`config.mk`:
```
export PLATFORM = sky130hd
export DESIGN_NAME = fir_out_fifo
export DESIGN_NICKNAME = d
export VERILOG_FILES = /design/src/rtl/fir_out_fifo.sv
export SDC_FILE = /design/constraint.sdc
export NUM_CORES = 1
export LEC_CHECK = 0
export ABC_CLOCK_PERIOD_IN_PS = 4200
export CORE_UTILIZATION = 35
export CTS_BUF_LIST = sky130_fd_sc_hd__clkbuf_16
export CTS_CLUSTER_DIAMETER = 120
export DETAILED_ROUTE_END_ITERATION = 8
export SLEW_MARGIN = 25
export SYNTH_ARGS = -nofsm -noshare
export SYNTH_HDL_FRONTEND = slang
export SYNTH_SLANG_ARGS = --single-unit
```
`constraint.sdc`:
```
create_clock -name clk -period 4.2 [get_ports clk]
set_input_delay 1.05 -clock clk [delete_from_list [all_inputs] [get_ports clk]]
set_output_delay 1.05 -clock clk [all_outputs]
set_load 0.01 [all_outputs]
```
`src/rtl/fir_out_fifo.sv`:
```
// fir_out_fifo: rounds/saturates FIR results and buffers them in a FWFT FIFO with valid/ready drain.
module fir_out_fifo #(
  parameter int IN_W  = 29,
  parameter int OUT_W = 16,
  parameter int SHIFT = 12,
  parameter int DEPTH = 8,
  parameter int CW    = $clog2(DEPTH) + 1
) (
  input  logic             clk,
  input  logic             rst_n,
  input  logic             rdy,
  input  logic [IN_W-1:0]  yout,
  output logic [OUT_W-1:0] dout,
  output logic             dout_valid,
  input  logic             dout_ready,
  output logic [CW-1:0]    fifo_count,
  output logic             overflow,
  input  logic             overflow_clr
);
  localparam int AW = CW - 1;
  localparam logic signed [IN_W:0] HALF = (IN_W+1)'(1) << (SHIFT - 1);
  localparam logic signed [IN_W:0] MAXV = {{(IN_W+2-OUT_W){1'b0}}, {(OUT_W-1){1'b1}}};
  localparam logic signed [IN_W:0] MINV = ~MAXV;
  logic signed [IN_W:0] sum, q;
  logic [OUT_W-1:0] sat, s;
  logic stage_vld;
  logic [OUT_W-1:0] mem [DEPTH];
  logic [CW-1:0] wr_ptr, rd_ptr;
  logic full, empty, pop, wr, drop;
  always_comb begin
    sum = $signed({yout[IN_W-1], yout}) + HALF;
    q = sum >>> SHIFT;
    sat = q > MAXV ? MAXV[OUT_W-1:0] : q < MINV ? MINV[OUT_W-1:0] : q[OUT_W-1:0];
  end
  assign empty = wr_ptr == rd_ptr;
  assign full = (wr_ptr[CW-1] != rd_ptr[CW-1]) && (wr_ptr[AW-1:0] == rd_ptr[AW-1:0]);
  assign pop = !empty && dout_ready;
  // a pop frees the very slot a full-FIFO write lands in, so both can happen together
  assign wr = stage_vld && (!full || pop);
  assign drop = stage_vld && full && !pop;
  assign dout_valid = !empty;
  assign dout = dout_valid ? mem[rd_ptr[AW-1:0]] : '0;
  always_ff @(posedge clk or negedge rst_n) begin
    if (!rst_n) begin
      s <= '0;
      stage_vld <= 1'b0;
      wr_ptr <= '0;
      rd_ptr <= '0;
      fifo_count <= '0;
      overflow <= 1'b0;
    end else begin
      s <= rdy ? sat : s;
      stage_vld <= rdy;
      wr_ptr <= wr ? wr_ptr + 1'b1 : wr_ptr;
      rd_ptr <= pop ? rd_ptr + 1'b1 : rd_ptr;
      fifo_count <= fifo_count + CW'(wr) - CW'(pop);
      overflow <= drop ? 1'b1 : overflow_clr ? 1'b0 : overflow;
    end
  end
  always_ff @(posedge clk) begin
    if (wr) mem[wr_ptr[AW-1:0]] <= s;
  end
endmodule

```
==> results of run 1 <==
-- final timing paths --
check	from	slack, ps	end	cells past startpoint
worst max-delay path	rd_ptr[1]	500	dout[11]	5
worst min-delay path	rd_ptr[3]	490	rd_ptr[3]	1
worst max register to register	rd_ptr[1]	1220	fifo_count[1]	10
worst min register to register	rd_ptr[3]	490	rd_ptr[3]	1
max in group asynchronous	rst_n	3090	wr_ptr[3]	2
min in group asynchronous	rst_n	570	s[8]	1
-- state kept, by name, indices dropped and copies added (netlist names) --
register / cells
s: 16
fifo_count: 4
overflow: 1
mem: 128
stage_vld: 1
wr_ptr: 4
rd_ptr: 4
-- critical path: stages (launching register included) --
cell and delay, ps:
dfrtp_1 870, buf_4 350, mux4_2 340, mux2i_1 140, nor2_1 50, clkdlybuf4s50_1 480
-- per-layer routing --
layer	global-route usage, %	wire length, microns
met1	18.4	5670
met2	24.1	6600
met3	3.83	643
met4	5.55	211
met5	0	0
-- layout by cell type (no fill, tap or decap), types with 2 or more instances in the layout --
master / Yosys / routed
nor3_1: 4 / 2
clkdlybuf4s50_1: 0 / 43
nor3b_2: 0 / 2
or3_1: 3 / 3
o22ai_1: 5 / 5
nor4b_2: 0 / 2
clkinv_2: 0 / 3
nor2b_1: 2 / 2
xnor2_1: 14 / 14
inv_1: 15 / 18
nor3_2: 0 / 2
nand4_1: 5 / 5
mux4_2: 32 / 32
nor2_1: 35 / 35
nor4_1: 5 / 4
nand3_1: 7 / 7
o21ai_0: 15 / 15
clkinv_4: 0 / 2
dfrtp_1: 30 / 29
mux2i_1: 16 / 16
a21o_1: 2 / 2
clkinv_1: 0 / 2
edfxtp_1: 128 / 128
clkinvlp_4: 0 / 3
mux2_2: 2 / 2
o22ai_2: 9 / 9
nand3b_1: 2 / 2
nand2_1: 9 / 9
ha_1: 7 / 7
buf_4: 0 / 15
a21oi_1: 2 / 2
bufinv_16: 0 / 2
xor2_1: 13 / 13
clkbuf_16: 0 / 17
-- layout make-up --
cell class	instances	area (sq um)	share of cell area (%)
Sequential cell	158	4600	56.8
Tap cell	234	293	3.62
Multi-Input combinational cell	205	2010	24.9
Clock buffer	17	425	5.26
Inverter	15	56.3	0.696
Clock inverter	15	134	1.66
Timing Repair Buffer	60	568	7.03
-- power breakdown --
| part | total (uW) | switching, uW | internal (uW) |
|---|---|---|---|
| Clock | 1440 | 583 | 859 |
| Sequential | 2210 | 204 | 2000 |
| Combinational | 1860 | 863 | 1000 |
-- stage by stage --
stage / instances / hold WS [ps] / area [sq um]
final: 704 / 489 / 8080
after global routing: 704 / 528 / 8080
after CTS: 704 / 494 / 8090
after detailed placement: 672 / 483 / 7530
after global placement: 672 / 478 / 7530
after floorplan: 399 / 462 / 6720
-- cells by family after synthesis --
family | count (synthesis) | share of synthesized area (%)
compound gates | 40 | 4.84
xor+xnor | 27 | 3.52
fa+ha+maj | 8 | 1.60
buf+inv | 36 | 2.23
flops | 158 | 68.4
mux | 50 | 13.4
simple gates | 80 | 5.96
==> qor.yml, run 1 <==
run_status: "finished, final reports clean"
io_buffers: 44
overflow: 0
htree_levels: 4
synthCells: 399
final_nets: 499
initial_utilization_pct: 35.8
antenna_cells: 0
syn_nets: 441
drtIter0Drc: 251
grt_pass1_wl_microns: 21000
cap_viol_max_count: 0
ys.warnings.count: 0
vias: 3653
vdd_drop_max_uv: 324
min_path_type: "reg -> reg"
cts_sinks: 158
grt_max_degree: 37
ys_top_cells_by_count: "128 x edfxtp_1, 35 x nor2_1, 32 x mux4_2"
syn_area_per_cell_sq_um: 16.8
place_ws_ps: 768
wl_per_cell_microns: 18.6
async_reset_ff_share_pct: 19.0
drt_pass1_iterations: 6
max_freq_mhz: 270
worstSetupEndpointType: "output port"
synth.most_common_cell: "edfxtp_1"
die_y_microns: 141
cts_hold_buf: 0
core_sq_mm: 0.0188
fin_crit_ps: 3700
fin_tns_setup_ps: 0
drt-vias-per-instance: 5.19
post_route_cells_drive_above_1_share_pct: 21.3
crit_type: "reg -> out"
cts_root_buf: "clkbuf_16"
syn_area_sq_mm: 0.00672
max_slew_margin_pct: 46.1
period_share_pct: 88.2
ys_seq_area_share_pct: 68.4
fin_ws_ps: 496
powerDensity_mw_per_mm2: 682
cts_tree: "yes"
synth-seq-cells: 158
cts-buffers-inserted: 17
routabilityCongestion: 0.927
yosysUniqueCellTypes: 40
hold_violations: 0
yosysTopAreaCell: "edfxtp_1"
p_leak_uw: 0.00278
io_pins: 56
synth_edf_count: 128
die_w_microns: 141
post_cts_buffers: 0
clkTransAtPathRegs_ps: 60
arrival_ps: 2650
rows: 50
fin_total_pwr_uw: 5510
yosys_most_used_dff: "edfxtp_1"
clk_path_buf_depth: 2
drc: 0
syn2layout_area_growth_pct: 20.3
num-fill-cells: 1671
synth_area_leaders: "edfxtp_1 57%, dfrtp_1 11%, mux4_2 11%, mux2i_1 2.4%, nor2_1 2.0%"
crit_required_ps: 3150
tightest_slew_ps: 808
setup_viol: 0
wirelength_microns: 13100
grt_pass1_vias: 3809
final_max_slew_viol_count: 0
rsz0062_at_grt: "false"
clock_latency_ps: 430
ctsResizeCount: 0
crit_fanout: 18
cp-start-kind: "flop"
fp.dieArea_sq_mm: 0.0198
grt_usage_pct: 14.6
detail-route-antenna-nets: 0
yosysTopAreaCellShare_pct: 57.2
dp_hpwl_microns: 8240
finalClockSkew_ps: 5.50
antenna_found_initial: 0
fin_util_pct: 43.1
Power figures use the tool's default switching activity.
==> inputs of run 2 (changes only) <==
--- a/config.mk
+++ b/config.mk
@@ -6,6 +6,7 @@
 export NUM_CORES = 1
 export LEC_CHECK = 0
 export ABC_CLOCK_PERIOD_IN_PS = 4200
+export CORE_MARGIN = 2
 export CORE_UTILIZATION = 35
 export CTS_BUF_LIST = sky130_fd_sc_hd__clkbuf_16
 export CTS_CLUSTER_DIAMETER = 120
==> run 2 against run 1 <==
Via count down 1.2%. Worst hold slack better by 4.7 ps. Global-route usage down 0.47 points. Final area about the same. Routed wire length up 0.21%. Fmax down 0.14%. Largest power group unchanged. Die area up 2.9%. Utilization about the same. Sequential cell count unchanged. Non-clock buffer count up 1. Register-to-register slack better by 40 ps. Highest routed layer unchanged.
==> qor.yml, run 2 (synthesis results as in run 1) <==
run_status: "finished, final reports clean"
dp.cells: 673
grt_pass1_wl_microns: 21100
final_max_slew_viol_count: 0
cts_hold_buf: 0
wl_per_cell_microns: 18.6
grt_max_degree: 33
min_to: "wr_ptr[3]"
antenna_cells: 0
post_cts_buffers: 0
syn2layout_area_growth_pct: 20.5
grt_util_met3_pct: 3.06
grt.met1_usage_pct: 18.4
layout_common_cells: "128 x edfxtp_1, 43 x clkdlybuf4s50_1, 35 x nor2_1"
fin_crit_ps: 3710
layout_commonest_cell: "edfxtp_1"
drtIter0Drc: 225
crit_fanout: 17
cts-buffers-inserted: 17
max_freq_mhz: 270
htree_levels: 4
ctsResizeCount: 0
reg2reg_slack_ps: 1260
wirelength_microns: 13100
min_path_type: "reg -> reg"
min_path_cells: 1
grt_usage_pct: 14.1
vias: 3608
routabilityCongestion: 0.938
p_leak_uw: 0.00278
layoutNonFillerInstCount: 705
grtUsageMet2_pct: 23.1
rsz0062_at_grt: "false"
num-fill-cells: 1682
core_sq_mm: 0.0188
drt_pass1_iterations: 4
hp-start: "wr_ptr[3]"
tightest_slew_ps: 773
cap_viol_max_count: 0
cp-start-kind: "flop"
max_slew_margin_pct: 48.5
largest_reg_flops: 128
top_usage_layer: "met2"
setup_viol: 0
fin_util_pct: 43.1
reg2reg_depth: 10
period_share_pct: 88.3
rows: 50
grt_pass1_vias: 3805
finalClockSkew_ps: 5.24
worstSetupEndpointType: "output port"
cts_tree: "yes"
die_y_microns: 143
fin_tns_setup_ps: 0
reg2reg_to: "fifo_count[1]"
dp_hpwl_microns: 8300
r2r_start: "rd_ptr[1]"
detail-route-antenna-nets: 0
io_buffers: 44
hold_violations: 0
overflow: 0
fp.dieArea_sq_mm: 0.0203
multi_input_area_sq_mm: 0.00201
io_pins: 56
cts_sinks: 158
final_nets: 500
clkTransAtPathRegs_ps: 60
powerDensity_mw_per_mm2: 682
placed_area_sq_mm: 0.00754
hold_slack_ps: 494
post_route_cells_drive_above_1_share_pct: 22.1
initial_utilization_pct: 35.8
drt-vias-per-instance: 5.12
seq_area_sq_mm: 0.00460
antenna_found_initial: 0
die_w_microns: 143
arrival_ps: 2660
clk_path_buf_depth: 2
cts_root_buf: "clkbuf_16"
crit_type: "reg -> out"
fin_area_sq_mm: 0.00809
clock_latency_ps: 430
crit_required_ps: 3150
vdd_drop_max_uv: 316
drc: 0
==> run 2: power by group <==
part           total (uW)  internal, uW  leakage [uW]  switching (uW)
registers            2220          2000       0.00148             219
logic                1850          1000       0.00103             851
clock network        1440           821      0.000268             624
==> run 2: worst max-delay path by stage <==
stage | cells past startpoint | to | start | slack [ps]
after floorplan | 3 | mem[2][0] | dout_ready | 570
after detailed placement | 7 | s[0] | yout[11] | 780
after CTS | 5 | dout[2] | rd_ptr[0] | 430
after global routing | 6 | dout[14] | rd_ptr[1] | 340
final | 5 | dout[14] | rd_ptr[1] | 490
after global placement | 7 | s[0] | yout[11] | 830
==> run 2: through the flow <==
| step | power (uW) | setup WS (ps) |
|---|---|---|
| after floorplan | 3330 | 570 |
| after global placement | 4110 | 832 |
| after detailed placement | 4170 | 780 |
| after CTS | 5610 | 435 |
| after global routing | 5830 | 338 |
| final | 5520 | 491 |
==> run 2: critical path, cell delays in order, from the launching register on <==
cell             delay, ps
dfrtp_1                840
buf_4                  330
mux4_2                 330
mux2i_1                150
nor2_1                  80
clkdlybuf4s50_1        490
==> run 2: final cells by class <==
type                            count  area share [%]
Tap cell                          234            3.62
Clock inverter                     15            1.65
Timing Repair Buffer               61            7.11
Clock buffer                       17            5.26
Multi-Input combinational cell    205            24.9
Sequential cell                   158            56.8
Inverter                           15           0.696
==> run 2: layer usage <==
layer,up-vias,wire (microns)
li1,1677,-
met3,16,559
met5,-,0
met2,79,6600
met1,1836,5820
met4,0,163
==> inputs of run 3 (changes only) <==
--- a/config.mk
+++ b/config.mk
@@ -11,6 +11,7 @@
 export CTS_BUF_LIST = sky130_fd_sc_hd__clkbuf_16
 export CTS_CLUSTER_DIAMETER = 120
 export DETAILED_ROUTE_END_ITERATION = 8
+export PLACE_DENSITY = 0.64
 export SLEW_MARGIN = 25
 export SYNTH_ARGS = -nofsm -noshare
 export SYNTH_HDL_FRONTEND = slang
==> run 3 against run 2 <==
Via count fell by 0.33%. Global-route usage fell by 0.51 points. Utilization rose by 0.33 points. Routed wire length fell by 1.4%. Worst setup slack got worse by 45 ps. Worst hold slack got worse by 6.2 ps. Count of clock-buffer cells in the layout did not move. Sequential power barely moved. Die area did not move. Critical path type unchanged.
==> qor.yml, run 3 (synthesis results as in run 1) <==
run_status: "finished, final reports clean"
syn2layout_area_growth_pct: 21.4
overflow: 0
placed_area_sq_mm: 0.00753
htree_levels: 4
die_y_microns: 143
max_slew_margin_pct: 44.0
p_leak_uw: 0.00282
layout_commonest_cell: "edfxtp_1"
seqPwrFrac_pct: 39.7
met1_length_microns: 5870
hold_violations: 0
final_max_slew_viol_count: 0
clkTransAtPathRegs_ps: 60
post_cts_buffers: 0
min_path_type: "reg -> reg"
worstSetupEndpointType: "output port"
wl_per_cell_microns: 18.4
crit_required_ps: 3150
period_share_pct: 89.4
core_sq_mm: 0.0188
rows: 50
fin_area_sq_mm: 0.00815
initial_utilization_pct: 35.8
io_buffers: 44
cts_root_buf: "clkbuf_16"
detail-route-antenna-nets: 0
layoutNonFillerInstCount: 704
rsz0062_at_grt: "false"
wirelength_microns: 13000
ctsResizeCount: 0
crit_fanout: 22
finalClockSkew_ps: 8.25
highest_layer: "met4"
tightest_slew_ps: 840
p_sw_share_pct: 30.1
grt_pass1_vias: 3745
wl_met3_microns: 401
post_route_cells_drive_above_1_share_pct: 22.1
clock_latency_ps: 420
drc: 0
cts_tree: "yes"
p_comb_share_pct: 32.1
antenna_cells: 0
fin_tns_setup_ps: 0
fin_ws_ps: 446
drt_pass1_iterations: 4
dp_hpwl_microns: 8040
dp.cells: 672
switching_power_uw: 1710
route.met2.wl_microns: 6520
largest_reg_flops: 128
max_freq_mhz: 266
arrival_ps: 2700
cp-start-kind: "flop"
grt_max_degree: 33
final_nets: 499
vdd_drop_max_uv: 326
setup_viol: 0
p_clk_share_pct: 28.3
fin_crit_ps: 3750
grt_pass1_wl_microns: 20400
p_int_uw: 3960
cts_hold_buf: 0
clk_path_buf_depth: 2
die_w_microns: 143
powerDensity_mw_per_mm2: 695
routabilityCongestion: 0.871
cap_viol_max_count: 0
cts-buffers-inserted: 17
fin_util_pct: 43.4
layout_common_cells: "128 x edfxtp_1, 44 x clkdlybuf4s50_1, 35 x nor2_1"
vias: 3596
fp.dieArea_sq_mm: 0.0203
crit_type: "reg -> out"
cp_cell_sequence: "buf_12 > mux4_2 > mux2i_1 > nor2_1 > clkdlybuf4s50_1"
max_stage_delay_ps: 690
grt_usage_pct: 13.6
cts_sinks: 158
crit_slowest_cell: "dfrtp_2"
place_ws_ps: 788
drtIter0Drc: 226
drt-vias-per-instance: 5.11
antenna_found_initial: 0
io_pins: 56
[run 3: cell count changes in the layout (fill, tap and decap cells not counted), moves of 2 or more]
cell | previous run | this run
clkinvlp_4 | 3 | 0
inv_8 | 1 | 4
bufinv_16 | 1 | 3
clkinv_1 | 2 | 0
[run 3: power by group through the flow]
stage	Clock [uW]	Sequential, uW	Combinational (uW)
2_1_floorplan	0	2130	1200
3_3_place_gp	0	2260	1830
3_5_place_dp	0	2280	1860
4_1_cts	1630	2260	1870
5_1_grt	1700	2290	1990
6_report	1600	2250	1820
[run 3: worst max-delay path, delay by kind of cell (launching register included)]
family	cells	cell delay, ps
buffers and inverters	2	760
flip-flops	1	690
multiplexers	2	740
AND/OR/NAND/NOR	1	80
[run 3: layout make-up]
| class | instances | area (sq um) |
|---|---|---|
| Sequential cell | 158 | 4600 |
| Inverter | 15 | 56.3 |
| Tap cell | 234 | 293 |
| Fill cell | 1653 | 10600 |
| Multi-Input combinational cell | 205 | 2010 |
| Timing Repair Buffer | 60 | 573 |
| Clock buffer | 17 | 425 |
| Clock inverter | 15 | 196 |
[run 3: per-layer routing]
metal | vias to the layer above | GRT usage, %
li1 | 1670 | -
met1 | 1840 | 17.6
met2 | 70 | 23.0
met3 | 16 | 2.86
met4 | 0 | 4.38
met5 | - | 0
[run 3: path summary, 6_finish.rpt]
| path | start | end | slack [ps] | cells after the start |
|---|---|---|---|---|
| worst max-delay path | rd_ptr[0] | dout[1] | 450 | 5 |
| worst min-delay path | rd_ptr[3] | rd_ptr[3] | 490 | 1 |
| worst max register to register | rd_ptr[1] | fifo_count[1] | 1190 | 10 |
| worst min register to register | rd_ptr[3] | rd_ptr[3] | 490 | 1 |
| max in group asynchronous | rst_n | rd_ptr[0] | 2870 | 2 |
| min in group asynchronous | rst_n | s[12] | 1010 | 2 |
[run 3: through the flow]
stage	power, uW	hold slack [ps]
floorplan	3330	462
global placement	4090	482
detailed placement	4140	482
CTS	5760	492
global route	5970	525
finish	5670	488
